===== config.mk =====
export PLATFORM = sky130hd
export DESIGN_NAME = mem_port_arbiter_flat
export DESIGN_NICKNAME = d
export VERILOG_FILES = /design/src/rtl/mem_arb_pkg.sv /design/src/rtl/mem_port_arbiter_if.sv /design/src/rtl/mem_arb_prio.sv /design/src/rtl/mem_port_arbiter.sv /design/src/flat_wrapper.sv
export SDC_FILE = /design/constraint.sdc
export NUM_CORES = 1
export LEC_CHECK = 0
export CAP_MARGIN = 0
export CORE_ASPECT_RATIO = 1.1
export CORE_MARGIN = 2
export CORE_UTILIZATION = 39
export CTS_BUF_LIST = sky130_fd_sc_hd__clkbuf_8
export CTS_CLUSTER_SIZE = 16
export DETAILED_ROUTE_END_ITERATION = 16
export PLACE_DENSITY = 0.84
export SETUP_SLACK_MARGIN = 0.1
export SYNTH_ARGS = -nofsm -noshare
export SYNTH_HDL_FRONTEND = slang
export SYNTH_SLANG_ARGS = --single-unit

===== constraint.sdc =====
create_clock -name clock -period 2.1 [get_ports clock]
set_clock_uncertainty 0.15 [all_clocks]
set_input_delay 0.21 -clock clock [delete_from_list [all_inputs] [get_ports clock]]
set_output_delay 0.21 -clock clock [all_outputs]
set_load 0.005 [all_outputs]

===== src/rtl/mem_arb_pkg.sv =====
// rtl/mem_arb_pkg.sv - shared types and constants for the memory port arbiter
package mem_arb_pkg;

  typedef enum logic [1:0] {
    IDLE,
    ISSUE,
    WAIT,
    RESP
  } state_t;

  typedef enum logic {
    OWN_IF,
    OWN_DM
  } owner_t;

  // Width of the memory latency down-counter; covers MEM_LAT up to 15
  localparam int MEM_LAT_W = 4;

endpackage


===== src/rtl/mem_port_arbiter_if.sv =====
// rtl/mem_port_arbiter_if.sv - requester and memory side signals of the arbiter
interface mem_port_arbiter_if #(
  parameter int ADDR_W = 32,
  parameter int DATA_W = 32
);

  logic              if_req;
  logic [ADDR_W-1:0] if_addr;
  logic [DATA_W-1:0] if_rdata;
  logic              if_ack;

  logic              dm_req;
  logic              dm_we;
  logic [ADDR_W-1:0] dm_addr;
  logic [DATA_W-1:0] dm_wdata;
  logic [DATA_W-1:0] dm_rdata;
  logic              dm_ack;

  logic              mem_en;
  logic              mem_we;
  logic [ADDR_W-1:0] mem_addr;
  logic [DATA_W-1:0] mem_wdata;
  logic [DATA_W-1:0] mem_rdata;

  logic              busy;

  // Arbiter side
  modport slave (
    input  if_req, if_addr, dm_req, dm_we, dm_addr, dm_wdata, mem_rdata,
    output if_rdata, if_ack, dm_rdata, dm_ack,
    output mem_en, mem_we, mem_addr, mem_wdata, busy
  );

  // Requester and memory side
  modport master (
    output if_req, if_addr, dm_req, dm_we, dm_addr, dm_wdata, mem_rdata,
    input  if_rdata, if_ack, dm_rdata, dm_ack,
    input  mem_en, mem_we, mem_addr, mem_wdata, busy
  );

endinterface


===== src/rtl/mem_arb_prio.sv =====
// rtl/mem_arb_prio.sv - DM-priority grant select with IF starvation counter
module mem_arb_prio
  import mem_arb_pkg::*;
#(
  parameter int STARVE_MAX = 3
) (
  input  logic   clock,
  input  logic   reset,
  input  logic   arb_en,
  input  logic   if_req,
  input  logic   dm_req,
  output logic   grant_valid,
  output owner_t grant_owner
);

  localparam int              CNT_W   = $clog2(STARVE_MAX + 1);
  localparam logic [CNT_W-1:0] CNT_MAX = CNT_W'(STARVE_MAX);

  logic [CNT_W-1:0] starve_cnt;

  // DM wins unless IF is alone or has already lost STARVE_MAX times in a row
  always_comb begin
    grant_valid = if_req | dm_req;
    grant_owner = OWN_DM;
    if (if_req && (!dm_req || starve_cnt == CNT_MAX)) begin
      grant_owner = OWN_IF;
    end
  end

  // Count DM grants taken while IF waits; an IF grant clears it, it never passes CNT_MAX
  always_ff @(posedge clock or negedge reset) begin
    if (!reset) begin
      starve_cnt <= '0;
    end else if (arb_en && grant_valid) begin
      if (grant_owner == OWN_IF) begin
        starve_cnt <= '0;
      end else if (if_req && starve_cnt != CNT_MAX) begin
        starve_cnt <= starve_cnt + 1'b1;
      end
    end
  end

endmodule


===== src/rtl/mem_port_arbiter.sv =====
// rtl/mem_port_arbiter.sv - shares one fixed-latency memory port between IF and DM
module mem_port_arbiter
  import mem_arb_pkg::*;
#(
  parameter int ADDR_W     = 32,
  parameter int DATA_W     = 32,
  parameter int MEM_LAT    = 1,
  parameter int STARVE_MAX = 3
) (
  input logic               clock,
  input logic               reset,
  mem_port_arbiter_if.slave bus
);

  localparam logic [MEM_LAT_W-1:0] CNT_INIT = MEM_LAT_W'(MEM_LAT - 1);

  state_t               state;
  owner_t               owner;
  logic                 cmd_we;
  logic [MEM_LAT_W-1:0] cnt;

  logic                 grant_valid;
  owner_t               grant_owner;

  mem_arb_prio #(
    .STARVE_MAX (STARVE_MAX)
  ) u_prio (
    .clock       (clock),
    .reset       (reset),
    .arb_en      (state == IDLE),
    .if_req      (bus.if_req),
    .dm_req      (bus.dm_req),
    .grant_valid (grant_valid),
    .grant_owner (grant_owner)
  );

  // Transaction sequencer: latch command, strobe memory once, wait out latency, capture, ack
  always_ff @(posedge clock or negedge reset) begin
    if (!reset) begin
      state         <= IDLE;
      owner         <= OWN_IF;
      cmd_we        <= 1'b0;
      cnt           <= '0;
      bus.mem_en    <= 1'b0;
      bus.mem_we    <= 1'b0;
      bus.mem_addr  <= '0;
      bus.mem_wdata <= '0;
      bus.if_rdata  <= '0;
      bus.if_ack    <= 1'b0;
      bus.dm_rdata  <= '0;
      bus.dm_ack    <= 1'b0;
      bus.busy      <= 1'b0;
    end else begin
      case (state)
        IDLE: begin
          if (grant_valid) begin
            owner      <= grant_owner;
            bus.mem_en <= 1'b1;
            bus.busy   <= 1'b1;
            state      <= ISSUE;
            if (grant_owner == OWN_DM) begin
              cmd_we        <= bus.dm_we;
              bus.mem_we    <= bus.dm_we;
              bus.mem_addr  <= bus.dm_addr;
              bus.mem_wdata <= bus.dm_wdata;
            end else begin
              cmd_we       <= 1'b0;
              bus.mem_we   <= 1'b0;
              bus.mem_addr <= bus.if_addr;
            end
          end
        end
        ISSUE: begin
          bus.mem_en <= 1'b0;
          bus.mem_we <= 1'b0;
          cnt        <= CNT_INIT;
          state      <= WAIT;
        end
        WAIT: begin
          if (cnt == '0) begin
            if (owner == OWN_IF) begin
              bus.if_rdata <= bus.mem_rdata;
              bus.if_ack   <= 1'b1;
            end else begin
              if (!cmd_we) begin
                bus.dm_rdata <= bus.mem_rdata;
              end
              bus.dm_ack <= 1'b1;
            end
            state <= RESP;
          end else begin
            cnt <= cnt - 1'b1;
          end
        end
        RESP: begin
          bus.if_ack <= 1'b0;
          bus.dm_ack <= 1'b0;
          bus.busy   <= 1'b0;
          state      <= IDLE;
        end
        default: begin
          state <= IDLE;
        end
      endcase
    end
  end

endmodule


===== src/flat_wrapper.sv =====
// flat-port wrapper written by rule: the top's interface ports become plain ports
module mem_port_arbiter_flat import mem_arb_pkg::*;
#(
  parameter int ADDR_W     = 32,
  parameter int DATA_W     = 32,
  parameter int MEM_LAT    = 1,
  parameter int STARVE_MAX = 3
)
  (clock, reset, bus_if_req, bus_if_addr, bus_dm_req, bus_dm_we, bus_dm_addr, bus_dm_wdata, bus_mem_rdata, bus_if_rdata, bus_if_ack, bus_dm_rdata, bus_dm_ack, bus_mem_en, bus_mem_we, bus_mem_addr, bus_mem_wdata, bus_busy);
  mem_port_arbiter_if #(.ADDR_W(ADDR_W), .DATA_W(DATA_W)) bus_i ();
  input logic clock;
  input logic reset;
  input wire logic [$bits(bus_i.if_req)-1:0] bus_if_req;
  input wire logic [$bits(bus_i.if_addr)-1:0] bus_if_addr;
  input wire logic [$bits(bus_i.dm_req)-1:0] bus_dm_req;
  input wire logic [$bits(bus_i.dm_we)-1:0] bus_dm_we;
  input wire logic [$bits(bus_i.dm_addr)-1:0] bus_dm_addr;
  input wire logic [$bits(bus_i.dm_wdata)-1:0] bus_dm_wdata;
  input wire logic [$bits(bus_i.mem_rdata)-1:0] bus_mem_rdata;
  output wire logic [$bits(bus_i.if_rdata)-1:0] bus_if_rdata;
  output wire logic [$bits(bus_i.if_ack)-1:0] bus_if_ack;
  output wire logic [$bits(bus_i.dm_rdata)-1:0] bus_dm_rdata;
  output wire logic [$bits(bus_i.dm_ack)-1:0] bus_dm_ack;
  output wire logic [$bits(bus_i.mem_en)-1:0] bus_mem_en;
  output wire logic [$bits(bus_i.mem_we)-1:0] bus_mem_we;
  output wire logic [$bits(bus_i.mem_addr)-1:0] bus_mem_addr;
  output wire logic [$bits(bus_i.mem_wdata)-1:0] bus_mem_wdata;
  output wire logic [$bits(bus_i.busy)-1:0] bus_busy;
  assign bus_i.if_req = bus_if_req;
  assign bus_i.if_addr = bus_if_addr;
  assign bus_i.dm_req = bus_dm_req;
  assign bus_i.dm_we = bus_dm_we;
  assign bus_i.dm_addr = bus_dm_addr;
  assign bus_i.dm_wdata = bus_dm_wdata;
  assign bus_i.mem_rdata = bus_mem_rdata;
  assign bus_if_rdata = bus_i.if_rdata;
  assign bus_if_ack = bus_i.if_ack;
  assign bus_dm_rdata = bus_i.dm_rdata;
  assign bus_dm_ack = bus_i.dm_ack;
  assign bus_mem_en = bus_i.mem_en;
  assign bus_mem_we = bus_i.mem_we;
  assign bus_mem_addr = bus_i.mem_addr;
  assign bus_mem_wdata = bus_i.mem_wdata;
  assign bus_busy = bus_i.busy;
  mem_port_arbiter #(.ADDR_W(ADDR_W), .DATA_W(DATA_W), .MEM_LAT(MEM_LAT), .STARVE_MAX(STARVE_MAX)) u_core (.clock(clock), .reset(reset), .bus(bus_i));
endmodule

==> impl_metrics.tcl <==
set metrics [dict create \
    cts_sinks 143 \
    coreArea_sq_um 15100 \
    cp_max_fo 8 \
    drt-initial-drc-count 253 \
    grt_max_degree 63 \
    rr_worst_depth 7 \
    synth_cells 463 \
    root_buffer "clkbuf_8" \
    nNetsFinal 881 \
    synth_compound_area_share_pct 11.4 \
    cts_tree "yes" \
    synthMuxAreaShare_pct 20.4 \
    ys.warnings.count 0 \
    finalCriticalPeriod_ns 1.99 \
    syn_avg_cell_area_sq_um 13.1 \
    wirelength_mm 17.7 \
    final_util_pct 63.8 \
    syn_area_sq_um 6040 \
    die_w_um 123 \
    outcome "completed" \
    diodes 0 \
    routedWlPerCell_um 18.6 \
    detail-route-antenna-nets 0 \
    vias 4979 \
    clkTransAtPathRegs_ns 0.09 \
    first_pass_iters 5 \
    grtUsageTotal_pct 21.3 \
    critPathTopFamily "buffers and inverters" \
    drive_gt1_share_pct 22.8 \
    grt_remaining_overflow 0 \
    leakage_nw 4.09 \
    cts-buffers-inserted 17 \
    yosys-top-cells-area "dfrtp_1, mux2_2, mux2_4" \
    placed_cell_area_sq_um 9000 \
    fp.dieH_um 135 \
    viasPerCell 5.24 \
    rrSetupSlack_ns 0.11 \
    critical_path_class "reg -> reg" \
    slew_viol_final 0 \
    place_ws_ns -0.00768 \
    yosysTopAreaCellShare_pct 59.2 \
    dieArea_sq_um 16500 \
    required_ns 2.27 \
    netSwitchingPower_w 0.00440 \
    synth_top_family_by_area "multiplexers" \
    cpPeakStageDelay_ns 0.41 \
    ir_worst_vdd_v 0.000726 \
    setup_viol_count_final 0 \
    powerDensity_nw_per_um2 1460 \
    fin_hold_ws_ns 0.0772 \
    end_kind "flip-flop" \
    clkPwrFrac_pct 15.9 \
    fin_area_sq_um 9640 \
    htreeDepth 4 \
    path_depth 7 \
    fmax_mhz 504 \
    grt_pass1_vias 5183 \
    final_cell_mix "clkdlybuf4s50_1, dfrtp_1, mux2_2, mux2_4, nor2_1" \
    seqPwrFrac_pct 35.3 \
    tightest_slew_ns 0.380 \
    start_kind "flip-flop" \
    gp_congestion 0.821 \
    port_buffers 265 \
    pin_count 266 \
    yosys.area_share.adder_pct 1.24 \
    cts_max_path_buffers 2 \
    p_int_w 0.00971 \
    fp-row-count 47 \
    synth-simple-area-share_pct 4.10 \
    synth-seq-cells 143 \
    yosys.area.top_type "dfrtp_1" \
    drv_cap 0 \
    final_common_cell "clkdlybuf4s50_1" \
    hold_viol_final 0 \
    grt_pass1_wl_mm 27.2 \
    sw_frac_of_total_pct 31.2 \
    slowest_stage "dfrtp_1" \
    drc 0 \
    final.setup.tns_ns 0 \
    p_comb_share_pct 48.8 \
    antenna_found_initial 0 \
    fin_crit_sh_pct 94.6 \
    synth_cell_types 40 \
    synthXorXnorAreaFrac_pct 0 \
    hp-class "in -> async" \
    crit_chain "inv_2 > ha_4 > nand4bb_1 > buf_4 > nor2_4 > clkbuf_16 > mux2_2" \
    path_buf_inv 3 \
    arrival_ns 2.15 \
    synthesis.nets 602 \
    start_util_pct 40.0 \
    area_growth_pct 59.4 \
    rsz0062_at_grt "yes" \
    fin_ws_ns 0.114 \
    slew_headroom_pct 74.6 \
    clkLatencyLatePin_ns 0.43 \
    synth_seq_area_share_pct 59.2 \
    place_hpwl_mm 12.3 \
]
-- cell usage after synthesis --
cell type / number
a21o_1: 1
o22a_1: 1
nand4bb_1: 1
mux2_4: 30
buf_6: 1
a31o_2: 1
o21ai_0: 34
a22o_1: 1
clkbuf_1: 20
o211a_1: 2
nand3_1: 1
a21oi_1: 34
buf_2: 8
o211ai_1: 1
a32o_1: 2
buf_1: 1
mux2_2: 67
nor3_1: 2
o21ai_1: 1
or3b_2: 1
o2bb2ai_1: 1
dfrtp_1: 143
nor3b_1: 1
nor2_1: 36
or3_1: 2
o41ai_1: 1
buf_12: 3
inv_1: 8
a211o_1: 1
mux2i_1: 3
nand4b_1: 1
a21oi_2: 1
a21bo_2: 1
o311ai_0: 1
nand2_1: 8
ha_1: 6
nand2b_1: 2
nor2b_1: 1
a31oi_1: 32
o21a_1: 1
-- kinds of logic (layout without fill, tap and decap cells) --
| logic type | after synthesis | after routing |
|---|---|---|
| DFF | 143 | 143 |
| AOI/OAI and AO/OA | 117 | 117 |
| muxes | 100 | 100 |
| and+or+nand+nor | 56 | 56 |
| buffers and inverters | 41 | 333 |
| adders and majority gates | 6 | 6 |
-- power by group through the flow --
stage	logic, W	clock network [W]	registers (W)
6_report	0.00688	0.00224	0.00499
2_1_floorplan	0.00273	0	0.00498
3_3_place_gp	0.00635	0	0.00490
3_5_place_dp	0.00655	0	0.00499
4_1_cts	0.00676	0.00230	0.00496
5_1_grt	0.00740	0.00244	0.00515
-- through the flow --
| step | std cells | total power, W |
|---|---|---|
| floorplan | 463 | 0.00771 |
| global placement | 909 | 0.0112 |
| detailed placement | 909 | 0.0115 |
| CTS | 948 | 0.0140 |
| global route | 951 | 0.0150 |
| finish | 951 | 0.0141 |
-- registers in the layout, summed over array words and instances (netlist names) --
register,count
u_core.cmd_we,1
u_core.bus.mem_we,1
u_core.bus.busy,1
u_core.bus.dm_ack,1
u_core.bus.if_rdata,32
u_core.bus.mem_en,1
u_core.state,2
u_core.bus.mem_addr,32
u_core.cnt,4
u_core.bus.dm_rdata,32
u_core.bus.mem_wdata,32
u_core.owner,1
u_core.bus.if_ack,1
u_core.u_prio.starve_cnt,2
-- routing by layer --
layer / global-route usage, % / up-vias / part of all wire, %
li1: - / 2230 / -
met3: 7.43 / 23 / 9.6
met4: 6.96 / 0 / 1.9
met5: 0 / - / 0
met2: 36.4 / 283 / 50
met1: 24.7 / 2443 / 38
-- path summary, 6_finish.rpt --
| path | startpoint | end |
|---|---|---|
| max | u_core.cnt[0]$_DFFE_PN0P_ | u_core.bus.if_rdata[28]$_DFFE_PN0P_ |
| min | reset | u_core.bus.if_rdata[20]$_DFFE_PN0P_ |
| max reg2reg | u_core.cnt[0]$_DFFE_PN0P_ | u_core.bus.if_rdata[28]$_DFFE_PN0P_ |
| min reg2reg | u_core.u_prio.starve_cnt[0]$_DFFE_PN0P_ | u_core.u_prio.starve_cnt[0]$_DFFE_PN0P_ |
| max in group asynchronous | reset | u_core.bus.mem_wdata[4]$_DFFE_PN0P_ |
| min in group clock | bus_dm_addr[16] | u_core.bus.mem_addr[16]$_DFFE_PN0P_ |
-- final cells by class --
class | count | area [sq um]
clock buffer | 17 | 234
clock inverter | 15 | 174
fill | 1059 | 5480
inverter | 8 | 30.0
multi-input combinational | 279 | 2330
sequential | 143 | 3580
tap | 196 | 245
timing repair buffer | 293 | 3040
-- timing repair --
item,CTS,global route
endpoints found under the setup margin,33,66
hold buffers,1,0
pin swaps,3,1
resized for setup,11,11
hold endpoints to repair,143,0
gates cloned,3,2
buffers inserted,3,1
(Power assumes the default switching activity.)
